$ cat config.mk
export PLATFORM = sky130hd
export DESIGN_NAME = if_fetch_stage
export DESIGN_NICKNAME = d
export VERILOG_FILES = /design/src/rtl/rv_pipe_pkg.sv /design/src/rtl/if_id_reg.sv /design/src/rtl/if_fetch_stage.sv
export SDC_FILE = /design/constraint.sdc
export NUM_CORES = 1
export LEC_CHECK = 0
export ABC_CLOCK_PERIOD_IN_PS = 2350
export BUFFER_PORTS_ARGS = -buffer_cell sky130_fd_sc_hd__buf_2
export CORE_ASPECT_RATIO = 1.1
export CORE_MARGIN = 10
export CORE_UTILIZATION = 45
export DETAILED_ROUTE_END_ITERATION = 16
export PLACE_DENSITY_LB_ADDON = 0.08
export REMOVE_ABC_BUFFERS = 1
export SETUP_SLACK_MARGIN = 0.3
export SYNTH_ARGS = -nofsm -noshare
export SYNTH_HDL_FRONTEND = slang
export SYNTH_HIERARCHICAL = 1
export SYNTH_SLANG_ARGS = --single-unit
$ cat constraint.sdc
create_clock -name clk -period 2.35 [get_ports clk]
set_input_delay 0.235 -clock clk [delete_from_list [all_inputs] [get_ports clk]]
set_output_delay 0.235 -clock clk [all_outputs]
set_load 0.01 [all_outputs]
$ cat src/rtl/rv_pipe_pkg.sv
// Shared RISC-V pipeline constants: NOP/halt encodings, major opcodes, PC increment,
// and the fetch halt-FSM state type.
package rv_pipe_pkg;

  localparam logic [31:0] RV_NOP       = 32'h0000_0013;
  localparam logic [31:0] RV_HALT_INSN = 32'h0000_0063;

  localparam logic [6:0] OP_BRANCH = 7'b1100011;
  localparam logic [6:0] OP_LOAD   = 7'b0000011;
  localparam logic [6:0] OP_STORE  = 7'b0100011;
  localparam logic [6:0] OP_RTYPE  = 7'b0110011;

  localparam int PC_INC = 4;

  typedef enum logic {
    ST_RUN  = 1'b0,
    ST_HALT = 1'b1
  } fetch_state_e;

  function automatic logic [6:0] opcode_of(input logic [31:0] insn);
    return insn[6:0];
  endfunction

  // BEQ x0,x0,0 is a branch to itself; treated as the program's end marker.
  function automatic logic is_halt_insn(input logic [31:0] insn);
    return (opcode_of(insn) == OP_BRANCH) && (insn == RV_HALT_INSN);
  endfunction

endpackage

$ cat src/rtl/if_id_reg.sv
// IF/ID pipeline register: flush loads a bubble (NOP, invalid), hold keeps contents.
// Priority: reset > flush > hold > load.
module if_id_reg
  import rv_pipe_pkg::*;
#(
  parameter int PC_W = 64
) (
  input  logic            clk,
  input  logic            rst_n,
  input  logic            i_hold,
  input  logic            i_flush,
  input  logic [31:0]     i_instr,
  input  logic [PC_W-1:0] i_pc,
  output logic            o_valid,
  output logic [31:0]     o_instr,
  output logic [PC_W-1:0] o_pc
);

  logic            r_valid;
  logic [31:0]     r_instr;
  logic [PC_W-1:0] r_pc;

  always_ff @(posedge clk) begin
    if (!rst_n) begin
      r_valid <= 1'b0;
      r_instr <= RV_NOP;
      r_pc    <= '0;
    end else if (i_flush) begin
      // pc of a bubble is meaningless downstream, so it is left as is
      r_valid <= 1'b0;
      r_instr <= RV_NOP;
    end else if (!i_hold) begin
      r_valid <= 1'b1;
      r_instr <= i_instr;
      r_pc    <= i_pc;
    end
  end

  assign o_valid = r_valid;
  assign o_instr = r_instr;
  assign o_pc    = r_pc;

endmodule

$ cat src/rtl/if_fetch_stage.sv
// Instruction-fetch stage: PC register, instruction-memory address, IF/ID capture.
// Optional halt-on-self-loop detection is built when IF_HALT_DETECT_EN is defined.
//
// state   | meaning
// ST_RUN  | fetching normally
// ST_HALT | self-loop word seen; PC frozen, IF/ID fed bubbles until a redirect
module if_fetch_stage
  import rv_pipe_pkg::*;
#(
  parameter int              PC_W     = 64,
  parameter int              IMEM_AW  = 6,
  parameter logic [PC_W-1:0] RESET_PC = '0
) (
  input  logic               clk,
  input  logic               rst_n,
  input  logic               stall,
  input  logic               redirect,
  input  logic [PC_W-1:0]    redirect_pc,
  output logic [IMEM_AW-1:0] i_mem_addr,
  input  logic [31:0]        i_mem_data,
  output logic [PC_W-1:0]    pc_q,
  output logic               ifid_valid,
  output logic [31:0]        ifid_instr,
  output logic [PC_W-1:0]    ifid_pc,
  output logic               halted
);

  logic [PC_W-1:0] r_pc;
  logic [PC_W-1:0] w_pc_nxt;
  logic [PC_W-1:0] w_redirect_tgt;
  logic            w_halted;
  logic            w_halt_enter;
  logic            w_ifid_flush;
  logic            w_ifid_hold;
  logic            w_unused_tgt_lsbs;

  assign w_redirect_tgt    = {redirect_pc[PC_W-1:2], 2'b00};
  assign w_unused_tgt_lsbs = ^redirect_pc[1:0];

`ifdef IF_HALT_DETECT_EN
  fetch_state_e r_state;
  fetch_state_e w_state_nxt;

  always_ff @(posedge clk) begin
    if (!rst_n) r_state <= ST_RUN;
    else        r_state <= w_state_nxt;
  end

  always_comb begin
    w_state_nxt = r_state;
    if (redirect) begin
      w_state_nxt = ST_RUN;
    end else begin
      unique case (r_state)
        ST_RUN:  if (!stall && is_halt_insn(i_mem_data)) w_state_nxt = ST_HALT;
        ST_HALT: w_state_nxt = ST_HALT;
        default: w_state_nxt = ST_RUN;
      endcase
    end
  end

  always_comb begin
    w_halted     = (r_state == ST_HALT);
    w_halt_enter = (r_state == ST_RUN) && !redirect && !stall && is_halt_insn(i_mem_data);
  end
`else
  assign w_halted     = 1'b0;
  assign w_halt_enter = 1'b0;
`endif

  // The halt word branches to itself, so the PC already sits on its target when it is captured.
  always_comb begin
    w_pc_nxt = r_pc + PC_W'(PC_INC);
    if (redirect)                              w_pc_nxt = w_redirect_tgt;
    else if (w_halted || stall || w_halt_enter) w_pc_nxt = r_pc;
  end

  always_ff @(posedge clk) begin
    if (!rst_n) r_pc <= RESET_PC;
    else        r_pc <= w_pc_nxt;
  end

  assign w_ifid_flush = redirect || (w_halted && !stall);
  assign w_ifid_hold  = stall;

  if_id_reg #(
    .PC_W (PC_W)
  ) u_if_id_reg (
    .clk     (clk),
    .rst_n   (rst_n),
    .i_hold  (w_ifid_hold),
    .i_flush (w_ifid_flush),
    .i_instr (i_mem_data),
    .i_pc    (r_pc),
    .o_valid (ifid_valid),
    .o_instr (ifid_instr),
    .o_pc    (ifid_pc)
  );

  assign i_mem_addr = r_pc[IMEM_AW-1:0];
  assign pc_q       = r_pc;
  assign halted     = w_halted;

endmodule

==> summary.txt <==
Routing
  • Avg WL per Cell: around 18 um
  • DR iter-0 viols: 478
  • 1st-pass router iterations: 4
  • Detail Route Antenna Nets: 0
  • Vias per inst: 5.42
  • DRC viols: 0
  • Via Count: 7415
  • Final wirelength: 24400 um

Layout
  • Final net count: 1249
  • Commonest cells after routing, fill and taps aside: buf_2 (257), dfxtp_1 (142), nand2_1 (103)
  • Layout cells sized above 1: 0.341
  • Post-Layout Inst Area: 9820 um2
  • Final cell count without fillers: ~1400
  • Leading cell type in the layout, fill and taps excluded: buf_2
  • Area Overhead vs Synth: 30.7%

Place
  • Placed Cells: 1328
  • DP Wirelength: 17200 um
  • GPL Wtd Cong: 0.794
  • Post-DP Area: 9120 um2
  • Port bufs: between 200 and 300

Power and ir drop
  • P_leak: 4.31 nW
  • Pwr Density: ~660 nW/um2
  • Peak VDD IR: 428 uV

Clocking
  • Worst-path clk slew: about 0.060 ns
  • Buffer levels on the longest clock path: 2
  • Clock Sinks: about 160
  • CTS Hold Bufs: 0
  • Worst-Skew Late Latency: 0.42 ns
  • Root Driver: clkbuf_16
  • # H-tree levels: 4
  • CTS tree: built
  • Num CTS Buffers: 17

Worst setup path
  • Worst reg-to-reg setup slack: 0.29 ns
  • Worst path required time: 2.70 ns
  • Levels on crit path: 7
  • Worst setup EP type: register
  • Reg2reg start: pc_q[7]
  • Max stage delay cell, worst path: or4_4
  • Crit path capture: pc_q[36]
  • Max incr delay on CP: 0.55 ns
  • Crit Path Class: reg2reg
  • Buffers & Inverters on Critical Path: 2
  • Crit-path cells: and4_4, nand4_4, or4_4, buf_6, buf_4, or3_1, a31oi_1
  • Crit Path Max Fanout: 7
  • Path depth of the worst reg2reg path: 7
  • WP data arrival: about 2.4 ns
  • Crit path launch type: register
  • CP top delay family: simple AND/OR/NAND/NOR gates
  • R2R Path End: pc_q[36]
  • Crit. Startpoint: pc_q[7]

Min path
  • Worst hold path class: in2reg

STA
  • Max-slew violation count: 0
  • Crit share post-route: 0.875
  • Hold Fails Final Rpt: 0
  • Setup violators final: 0
  • Worst clock skew: 0.00908 ns
  • Slew HR: 0.468
  • FMAX: slightly below 500 MHz
  • Slew @ Worst Pin: 0.797 ns
  • Tmin final: 2.06 ns
  • Worst Hold Margin: between 0.04 and 0.05 ns
  • RSZ-0062 raised after global routing: yes

Global route
  • Total GRT Usage: 0.210
  • Pin count of the biggest net entering global routing: 149
  • Antenna violations before repair: 4
  • Grt ovf: 0
  • First-pass GRT wire length: approximately 38000 um
  • Vias in the first global route: roughly 7100

Yosys
  • Yosys warning count: 6
  • Cell variety after synth: between 50 and 60
  • Number of synthesized flops with an enable pin: 0
  • Cell Area, Synth: about 7500 um2
  • Post-synthesis register bit count: around 160
  • Async SR Flop Fraction: 0
  • Main synth FF type: dfxtp_1
  • Yosys top cell by area: dfxtp_1
  • Cells after synthesis: slightly below 900
  • Synth top area share: 0.423
  • Post-synthesis sequential area ratio: 0.423
  • Cells taking the most area after synthesis: dfxtp_1 (42%), o211ai_1 (6.8%), nand2_1 (5.2%)
  • Syn Area/Cell: 8.55 um2

Floorplanning
  • Starting Density: 0.459
  • Die Height: 156 um
  • Core Area: roughly 16000 um2
  • Row count: slightly below 50
  • Chip width: 143 um
  • Top Ports: 268
  • Die area: between 20000 and 25000 um2

Job
  • Max Cap Viol: 0

Status
  • Status: completed
flip-flops by register name, indices dropped and copies added (netlist names):
name                 cells
u_if_id_reg/o_valid      1
u_if_id_reg/o_pc        64
u_if_id_reg/o_instr     32
pc_q                    62
worst reg2reg max path: stages, from the launching register on:
cell and delay [ns]:
dfxtp_2 0.33, and4_4 0.25, nand4_4 0.11, or4_4 0.55, buf_6 0.16, buf_4 0.15
or3_1 0.30, a31oi_1 0.15
worst min-delay path by stage:
stage,startpoint,end,slack (ns),cells past startpoint
detailed placement,u_if_id_reg/o_valid,u_if_id_reg/o_valid,0.44,2
global placement,u_if_id_reg/o_valid,u_if_id_reg/o_valid,0.44,2
finish,redirect_pc[3],pc_q[3],0.04,2
floorplan,stall,u_if_id_reg/o_valid,0.33,1
global route,i_mem_data[8],u_if_id_reg/o_instr[8],0.04,3
CTS,redirect_pc[3],pc_q[3],0.03,2
power by group:
group | internal, mW | switching, mW | leakage (nW)
registers | 2.83 | 0.104 | 1.31
logic | 0.362 | 0.492 | 2.72
clock network | 1.58 | 1.10 | 0.273
area by class of cell:
cell class              instances  area (um2)
diodes                          3        7.51
clock buffers                  21         450
inverters                       9        33.8
clock inverters                10         113
well taps                     204         255
flip-flops and latches        159        3200
multi-input cells             632        3880
repair buffers                329        1880
fillers                      1530        6550
kinds of logic (layout without fill, tap and decap cells):
kind of cell,after synthesis,after routing,synth area share
flops,159,159,0.423
other cells,1,10,0.000499
simple gates,306,306,0.212
mux,30,30,0.0399
fa+ha+maj,1,1,0.00166
xor+xnor,32,32,0.0373
compound gates,256,256,0.213
buf+inv,94,369,0.0724
synthesized netlist by cell type (all sizes together) (11+ instances only):
| cell type | instances |
|---|---|
| dfxtp | 159 |
| o21ai | 115 |
| nand2 | 104 |
| o211ai | 68 |
| buf | 49 |
| nor2 | 39 |
| clkbuf | 36 |
| mux2i | 30 |
| nand3 | 29 |
| a21oi | 23 |
| nor3 | 22 |
| xnor2 | 20 |
| nand4 | 18 |
| and4 | 14 |
| nor4 | 13 |
| and2 | 12 |
| and3 | 12 |
| nand2b | 12 |
| xor2 | 12 |
| a31oi | 11 |
routing by layer:
metal	up-vias	track usage	wire (um)
li1	3734	-	-
met1	3470	0.259	10400
met2	192	0.348	11900
met3	17	0.0630	1800
met4	2	0.0564	281
met5	-	0	12
through the flow:
stage / setup slack [ns] / TNS, ns / power [mW] / utilization
after CTS: 0.293 / 0 / 6.54 / 0.596
after detailed placement: 0.116 / 0 / 3.84 / 0.557
after global placement: 0.134 / 0 / 3.83 / 0.557
after global routing: 0.217 / 0 / 6.74 / 0.600
final: 0.294 / 0 / 6.47 / 0.600
after floorplan: -0.310 / -2.74 / 3.33 / -
repair_timing:
action	CTS	global route
buffers inserted	3	1
pin swaps	11	9
endpoints found under the setup margin	9	22
gates cloned	1	0
gates resized for setup	21	19
Note: power is estimated with default switching activity, not from simulation.
